===== src/rtl/masked_subbytes_sequencer.sv =====
// Byte-serial SubBytes sequencer in front of a pipelined masked S-box.
// Latency: out_valid rises 16+SBOX_LATENCY cycles after the accept edge.
// Backpressure: one state in flight; out_ready low in RUN/DONE, DONE holds until in_ready.
//
// Ports:
//   in_clock, in_reset      rising-edge clock, synchronous active-low reset
//   in_state/in_enc/in_valid, out_ready   shared state input handshake
//   out_sbox_a, out_sbox_enc, in_sbox_b   initiator side of the S-box pipeline
//   out_state/out_valid, in_ready         substituted shared state handshake
module masked_subbytes_sequencer #(
  parameter int NUM_SHARES   = 2,
  parameter int SBOX_LATENCY = 3
) (
  input  logic                      in_clock,
  input  logic                      in_reset,
  input  logic [128*NUM_SHARES-1:0] in_state,
  input  logic                      in_enc,
  input  logic                      in_valid,
  output logic                      out_ready,
  output logic [8*NUM_SHARES-1:0]   out_sbox_a,
  output logic                      out_sbox_enc,
  input  logic [8*NUM_SHARES-1:0]   in_sbox_b,
  output logic [128*NUM_SHARES-1:0] out_state,
  output logic                      out_valid,
  input  logic                      in_ready
);

  localparam int CW = $clog2(16 + SBOX_LATENCY);
  localparam logic [CW-1:0] C_LAT    = CW'(SBOX_LATENCY);
  localparam logic [CW-1:0] C_LAST   = CW'(15 + SBOX_LATENCY);
  localparam logic [CW-1:0] C_NBYTES = CW'(16);

  typedef enum logic [1:0] {
    IDLE = 2'd0,
    RUN  = 2'd1,
    DONE = 2'd2
  } state_t;

  state_t                    r_state;
  state_t                    w_state_nxt;
  logic [CW-1:0]             r_cnt;
  logic [CW-1:0]             w_cnt_nxt;
  logic [128*NUM_SHARES-1:0] r_in_state;
  logic                      r_enc;
  logic [128*NUM_SHARES-1:0] r_out_state;

  logic                      w_accept;
  logic                      w_issue_en;
  logic                      w_collect_en;
  logic [3:0]                w_issue_idx;
  logic [3:0]                w_collect_idx;

  assign w_accept      = (r_state == IDLE) && in_valid;
  assign w_issue_en    = (r_state == RUN) && (r_cnt < C_NBYTES);
  assign w_collect_en  = (r_state == RUN) && (r_cnt >= C_LAT);
  assign w_issue_idx   = r_cnt[3:0];
  // The S-box returns byte k exactly SBOX_LATENCY cycles after it was issued.
  assign w_collect_idx = 4'(r_cnt - C_LAT);

  // FSM state register
  always_ff @(posedge in_clock) begin
    if (!in_reset) begin
      r_state <= IDLE;
      r_cnt   <= '0;
    end else begin
      r_state <= w_state_nxt;
      r_cnt   <= w_cnt_nxt;
    end
  end

  // FSM next-state logic
  always_comb begin
    w_state_nxt = r_state;
    w_cnt_nxt   = r_cnt;
    case (r_state)
      IDLE: begin
        if (in_valid) begin
          w_state_nxt = RUN;
          w_cnt_nxt   = '0;
        end
      end
      RUN: begin
        if (r_cnt == C_LAST) begin
          // Park the counter at zero so DONE never depends on wrap behaviour.
          w_state_nxt = DONE;
          w_cnt_nxt   = '0;
        end else begin
          w_cnt_nxt   = r_cnt + 1'b1;
        end
      end
      DONE: begin
        if (in_ready) begin
          w_state_nxt = IDLE;
        end
      end
      default: begin
        w_state_nxt = IDLE;
        w_cnt_nxt   = '0;
      end
    endcase
  end

  // Datapath: each share lives in its own slice; nothing ever crosses shares.
  always_ff @(posedge in_clock) begin
    if (!in_reset) begin
      r_in_state  <= '0;
      r_enc       <= 1'b0;
      r_out_state <= '0;
    end else begin
      if (w_accept) begin
        r_in_state <= in_state;
        r_enc      <= in_enc;
      end
      if (w_collect_en) begin
        for (int s = 0; s < NUM_SHARES; s++) begin
          r_out_state[128*s + 8*w_collect_idx +: 8] <= in_sbox_b[8*s +: 8];
        end
      end
    end
  end

  // Per-share issue mux, selected only by the counter.
  for (genvar gs = 0; gs < NUM_SHARES; gs++) begin : g_share
    assign out_sbox_a[8*gs +: 8] = w_issue_en ? r_in_state[128*gs + 8*w_issue_idx +: 8] : 8'h00;
  end

  assign out_sbox_enc = (r_state == RUN) && r_enc;
  assign out_ready    = (r_state == IDLE);
  assign out_valid    = (r_state == DONE);
  assign out_state    = r_out_state;

endmodule


===== config.mk =====
export PLATFORM = sky130hd
export DESIGN_NAME = masked_subbytes_sequencer
export DESIGN_NICKNAME = d
export VERILOG_FILES = /design/src/rtl/masked_subbytes_sequencer.sv
export SDC_FILE = /design/constraint.sdc
export NUM_CORES = 1
export LEC_CHECK = 0
export CAP_MARGIN = 20
export CORE_MARGIN = 2
export CORE_UTILIZATION = 45
export DETAILED_ROUTE_END_ITERATION = 10
export PLACE_DENSITY = 0.78
export SLEW_MARGIN = 20
export SYNTH_ARGS = -nofsm -noshare
export SYNTH_HDL_FRONTEND = slang
export SYNTH_SLANG_ARGS = --single-unit

===== constraint.sdc =====
create_clock -name in_clock -period 4.06 [get_ports in_clock]
set_input_delay 0.812 -clock in_clock [delete_from_list [all_inputs] [get_ports in_clock]]
set_output_delay 0.812 -clock in_clock [all_outputs]
set_load 0.01 [all_outputs]

==> results of run 1 <==
==> cells in the final DEF, fill, tap and decap left out, types with 16 or more instances in the layout <==
cell type,instances
a211oi_1,29
a21oi_1,313
a22o_1,70
a2bb2oi_1,16
a32o_1,16
a32oi_1,24
buf_4,47
clkbuf_16,54
clkdlybuf4s50_1,550
dfxtp_1,517
inv_1,16
mux2i_1,32
mux4_2,80
nand2_1,620
nand3_1,30
nor2_1,29
nor2b_1,19
nor3_1,47
o21ai_0,40
o2bb2ai_1,62
==> critical path: cells and delay by family, from the launching register on <==
family / cells / cell delay [ns]
and+or+nand+nor: 1 / 0.22
muxes: 2 / 0.87
DFF: 1 / 0.53
buffers and inverters: 2 / 0.90
==> routing by layer <==
metal  wire length (µm)  vias up  GRT usage
li1                   -     9321          -
met1              30100     9901      0.368
met2              39800     1177      0.542
met3               7080      242     0.0670
met4               5150       12      0.191
met5                 74        -          0
==> kinds of logic (layout without fill, tap and decap cells) <==
| family | count (synthesis) | after routing |
|---|---|---|
| other | 0 | 7 |
| adders and majority gates | 8 | 8 |
| and+or+nand+nor | 826 | 826 |
| xor gates and xnor gates | 6 | 6 |
| buffers and inverters | 211 | 717 |
| muxes | 112 | 112 |
| AOI/OAI and AO/OA | 659 | 659 |
| DFF | 520 | 520 |
==> per-stage QoR <==
stage                     hold slack (ns)   util  cells  worst slack [ns]  area [µm²]
after floorplan                     0.432      -   2342             0.108       21700
after global placement              0.439  0.581   3366             0.482       27700
after detailed placement            0.444  0.581   3366             0.399       27700
after CTS                           0.452  0.617   3463            0.0698       29400
after global routing                0.467  0.617   3467            0.0489       29400
final                               0.450  0.617   3470             0.115       29400
==> worst min-delay path by stage <==
stage	to	depth (start not counted)	slack, ns
after global placement	r_in_state[241]$_SDFFE_PN0P_	2	0.44
after detailed placement	r_in_state[243]$_SDFFE_PN0P_	2	0.44
after global routing	r_in_state[243]$_SDFFE_PN0P_	2	0.47
after CTS	r_in_state[243]$_SDFFE_PN0P_	2	0.45
after floorplan	r_enc$_SDFFE_PN0P_	2	0.43
final	r_in_state[243]$_SDFFE_PN0P_	2	0.45
==> state kept, by name, summed over array words and instances (netlist names) <==
| register | cells |
|---|---|
| out_state | 256 |
| r_in_state | 256 |
| r_cnt | 5 |
| r_state | 2 |
| r_enc | 1 |
==> where the power goes <==
part           internal (mW)  total, mW  switching [mW]
Combinational          0.661       1.51           0.844
Sequential              5.30       5.42           0.128
Clock                   2.70       4.74            2.04
==> layout make-up <==
cell class                      count  share of cell area
Multi-Input combinational cell   1611               0.355
Sequential cell                   520               0.354
Timing Repair Buffer              607               0.205
Clock buffer                       75              0.0524
Tap cell                          615              0.0262
Clock inverter                     18             0.00447
Inverter                           17             0.00242
Antenna cell                        7            0.000595
==> out/metrics.yaml, run 1 <==
crit_path_cell_trace: "buf_12 -> mux4_2 -> mux4_2 -> nor2b_1 -> clkdlybuf4s50_1"
post_synth_mux_area_share: 0.0977
regArea_um2: 10400
clkSlewWorstSetupHoldPaths_ns: 0.06
synth_fa_ha_area_frac: 0.00461
slew_headroom: 0.216
power.density_nw_per_um2: 397
detail_route.wl_per_cell_um: 23.7
placeableCoreArea_um2: 47600
synth.distinct_cells: 74
max_slew.worst_pin.slew_ns: 1.18
setup_violations: 0
cts_buffer_depth: 3
post_synth_and_or_nand_nor_area_fraction: 0.166
synth_area_in_compound_gates: 0.208
r2r_slack_ns: 0.40
filler_cell_count: 3945
number_of_antenna_violations_at_the_first_check_in_global_routing: 12
tritoncts: "done"
synthDominantCellAreaShare: 0.479
critical-path-max-stage-delay_ns: 0.53
synth.yosys.warnings: 0
synthMostInstantiatedCell: "nand2_1"
synth_seq_area_share: 0.479
synth_top_area_cell: "dfxtp_1"
crit_type: "reg -> out"
cts_hold_buf: 0
critical_path.endpoint_type: "output pin"
synthFlopType: "dfxtp_1"
synthesis.nets: 2627
number_of_placement_rows: 80
grt_start_max_net_pins: 267
floorplan.die_area_um2: 50000
syn_inst: 2342
worstSetupStartpoint: "r_cnt[1]$_SDFFE_PN0P_"
multiInputGateArea_um2: 10400
arrival_ns: 3.13
maxClockFrequency_mhz: 253
drt_pre_antenna_iters: 6
static_leakage_nw: 10.6
initialDrtViolationCount: 1903
cts_setup_buffers: 4
timing.hold.worst.class: "reg -> reg"
grt_pass1_wl_mm: 121
syn-cell-area_um2: 21700
cp_common_cell: "mux4_2"
cts_made_buffers: 53
fraction_of_registers_with_async_set_or_reset_after_synthesis: 0
r2r_cells: 11
slowest_stage: "dfxtp_4"
synth.area.top_cells: "dfxtp_1 48%, nand2_1 11%, mux4_2 8.3%"
setup_repair_after_global_routing_missed_its_margin: "no"
final.min_clock_period_ns: 3.95
via_per_inst: 5.95
avgSynthCellArea_um2: 9.28
synth.cells.most_frequent: "621 x nand2_1, 520 x dfxtp_1, 313 x a21oi_1, 138 x clkbuf_1, 80 x mux4_2"
place_hpwl_mm: 60.7
global_route.overflow_total: 0
synth.ff_latch_count: 520
insertion_delay_ns: 0.61
post_synth_xor_area_fraction: 0.00242
ctsHtreeMaxLevel: 2
worstPathMaxFanout: 62
setup.worst_path.start_class: "flop"
r2r-start: "r_cnt[0]$_SDFFE_PN0P_"
final_hold_viol_count: 0
num-nets-final: 3095
routed_via_count: 20653
track_usage: 0.318
status: "completed"
clockRootBuffer: "clkbuf_16"
width_of_the_die_um: 224
setup_tns_ns: 0
timing.final.crit_share: 0.972
hold_start: "r_in_state[243]$_SDFFE_PN0P_"
cts.sink_count: 520
post_route_cells_drive_above_1_share: 0.101
maxCapViolations: 0
combinational_family_with_the_most_area_after_synthesis: "compound AO/OA/AOI/OAI gates"
start_util: 0.456
io_count: 552
power_mw: 11.7
port_buffers: 551
die_height_um: 224
drt.antenna.violating_nets: 0
cp-endpoint: "out_sbox_a[10]"
synth_edf_count: 0
crit-reg2reg-capture: "out_state[41]$_SDFFE_PN0P_"
setup_skew_ns: 0.0161
drc: 0
number_of_global_route_vias_before_repair: 19874
gp_routability_congestion: 0.906
required_ns: 3.25
drv_slew: 0
wirelength_mm: 82.2
peak_supply_drop_v: 0.000318
post_cts_resize_count: 0
area_growth_synth_to_finish_pct: 35.4
Power figures use the tool's default switching activity.
==> run 2: changes to the inputs <==
--- a/config.mk
+++ b/config.mk
@@ -8,6 +8,7 @@
 export CAP_MARGIN = 20
 export CORE_MARGIN = 2
 export CORE_UTILIZATION = 45
+export CTS_CLUSTER_DIAMETER = 30
 export DETAILED_ROUTE_END_ITERATION = 10
 export PLACE_DENSITY = 0.78
 export SLEW_MARGIN = 20
==> run 2 against run 1 <==
Compared with the run above:
- clock-buffer cell count rose by 39
- fmax fell by 1.5%
- non-clock buffer count rose by 1
- hold slack better by 0.0027 ns
- combinational power hardly changed
- flip-flop and latch count unchanged
- setup slack lost 0.061 ns
- cell area increased by 7.0%
- critical path type unchanged
==> out/metrics.yaml, run 2 (synthesized netlist as in run 1, its figures left out) <==
status: "completed"
required_ns: 3.25  # about the same
final_hold_viol_count: 0  # unchanged
cts.sink_count: 520  # unchanged
drv_slew: 0  # unchanged
ctsHtreeMaxLevel: 3  # +1
grt_pass1_wl_mm: 124  # +2.5%
via_per_inst: 5.95  # about the same
hold_start: "r_in_state[243]$_SDFFE_PN0P_"
floorplan.die_area_um2: 50000  # unchanged
io_count: 552  # unchanged
worstPathMaxFanout: 62  # unchanged
number_of_placement_rows: 80  # unchanged
place_hpwl_mm: 60.7  # unchanged
slowest_stage: "dfxtp_4"
drt.antenna.violating_nets: 0  # unchanged
gp_routability_congestion: 0.906  # unchanged
routed_via_count: 21244  # +2.9%
arrival_ns: 3.19  # +0.06 ns
setup.worst_path.start_class: "flop"
layout.cells.non_filler: 3572  # +2.9%
power.density_nw_per_um2: 504  # +27%
placed_cells: 3366  # unchanged
worstSetupStartpoint: "r_cnt[1]$_SDFFE_PN0P_"
setup_skew_ns: 0.0380  # +0.0219 ns
port_buffers: 551  # unchanged
clockRootBuffer: "clkbuf_16"
setup_violations: 0  # unchanged
maxCapViolations: 0  # unchanged
critical-path-max-stage-delay_ns: 0.54  # about the same
placeableCoreArea_um2: 47600  # unchanged
number_of_global_route_vias_before_repair: 20630  # +3.8%
final.hold.worst_slack_ns: 0.453  # +0.00266 ns
cp_common_cell: "mux4_2"
filler_cell_count: 3677  # -6.8%
slew_headroom: 0.311  # +0.0954
r2r_slack_ns: 0.38  # -0.02 ns
number_of_antenna_violations_at_the_first_check_in_global_routing: 13  # +1
cp-endpoint: "out_sbox_a[10]"
r2r-start: "r_cnt[0]$_SDFFE_PN0P_"
detail_route.wl_per_cell_um: 23.7  # about the same
width_of_the_die_um: 224  # unchanged
timing.hold.worst.class: "reg -> reg"
crit_type: "reg -> out"
final.min_clock_period_ns: 4.01  # +0.0613 ns
clkSlewWorstSetupHoldPaths_ns: 0.05  # about the same
global_route.overflow_total: 0  # unchanged
critical_path.endpoint_type: "output pin"
whs_path_depth: 2  # unchanged
crit_path_cell_trace: "buf_16 -> mux4_2 -> mux4_2 -> nor2b_1 -> clkdlybuf4s50_1"
die_height_um: 224  # unchanged
static_leakage_nw: 11.5  # +9.2%
r2r_cells: 10  # -1
multiInputGateArea_um2: 10400  # unchanged
finish.utilization: 0.660  # +0.0431
layout_common_cells: "620 x nand2_1, 550 x clkdlybuf4s50_1, 517 x dfxtp_1"
wirelength_mm: 84.5  # +2.8%
layout.cells.most_common: "nand2_1"
maxClockFrequency_mhz: 250  # -1.5%
tritoncts: "done"
num-nets-final: 3146  # +1.6%
post_route_cells_drive_above_1_share: 0.135  # +0.0334
initialDrtViolationCount: 1934  # +1.6%
drt_pre_antenna_iters: 6  # unchanged
insertion_delay_ns: 0.66  # +0.05 ns
cts_hold_buf: 0  # unchanged
power_mw: 15.8  # +36%
cts_buffer_depth: 3  # unchanged
start_util: 0.456  # unchanged
drc: 0  # unchanged
cts_made_buffers: 103  # +94%
peak_supply_drop_v: 0.000417  # +31%
regArea_um2: 10400  # unchanged
area_growth_synth_to_finish_pct: 44.9
track_usage: 0.326  # +0.00824
timing.final.crit_share: 0.987  # +0.0151
crit-reg2reg-capture: "out_state[137]$_SDFFE_PN0P_"
grt_start_max_net_pins: 267  # unchanged
max_slew.worst_pin.slew_ns: 1.03  # -0.146 ns
-- run 2: changes by cell type in the layout (fill, tap and decap cells not counted), moves of 2 or more --
cell | before | now
buf_16 | 0 | 2
inv_6 | 3 | 23
bufinv_16 | 1 | 14
clkinvlp_4 | 2 | 13
clkbuf_1 | 10 | 4
inv_8 | 1 | 8
clkbuf_16 | 54 | 103
clkbuf_8 | 11 | 7
clkinv_4 | 0 | 9
-- run 2: repair_timing --
action | 4_1_cts | 5_1_grt
gates resized for setup | 0 | 1
buffers inserted | 4 | 0
cloned | 0 | 0
endpoints found under the hold margin | 0 | 0
setup endpoints to repair | 14 | 1
-- run 2: worst min path at each step --
stage | endpoint | slack [ns]
after floorplan | r_enc$_SDFFE_PN0P_ | 0.43
after detailed placement | r_in_state[243]$_SDFFE_PN0P_ | 0.44
after CTS | r_in_state[243]$_SDFFE_PN0P_ | 0.45
final | r_in_state[243]$_SDFFE_PN0P_ | 0.45
after global routing | r_in_state[243]$_SDFFE_PN0P_ | 0.47
after global placement | r_in_state[241]$_SDFFE_PN0P_ | 0.44
-- run 2: metrics by stage --
step,instance area [µm²],setup WS (ns),TNS [ns]
floorplan,21700,0.108,0
global placement,27700,0.482,0
detailed placement,27700,0.399,0
CTS,31400,0.0185,0
global route,31500,-0.00646,-0.00646
finish,31500,0.0533,0
-- run 2: power breakdown --
group | internal [mW] | total, mW | switching, mW
Combinational | 0.664 | 1.52 | 0.852
Sequential | 5.31 | 5.44 | 0.129
Clock | 5.78 | 8.90 | 3.11
-- run 2: layout make-up --
class                   instances  share of cell area
diodes                          6            0.000477
inverters                      17             0.00227
clock buffers                 114              0.0854
clock inverters                81              0.0319
repair buffers                608               0.193
flip-flops and latches        520               0.331
multi-input cells            1611               0.332
well taps                     615              0.0245
-- run 2: metal layers --
| layer | wire length [µm] | track usage |
|---|---|---|
| met5 | 88 | 0 |
| met3 | 7740 | 0.0824 |
| met2 | 41200 | 0.561 |
| met1 | 30400 | 0.370 |
| met4 | 5110 | 0.179 |
-- run 2: critical path: cells and delay by family, from the launching register on --
family,cells,cell delay (ns)
flops,1,0.54
mux,2,0.88
buf+inv,2,0.90
simple gates,1,0.22
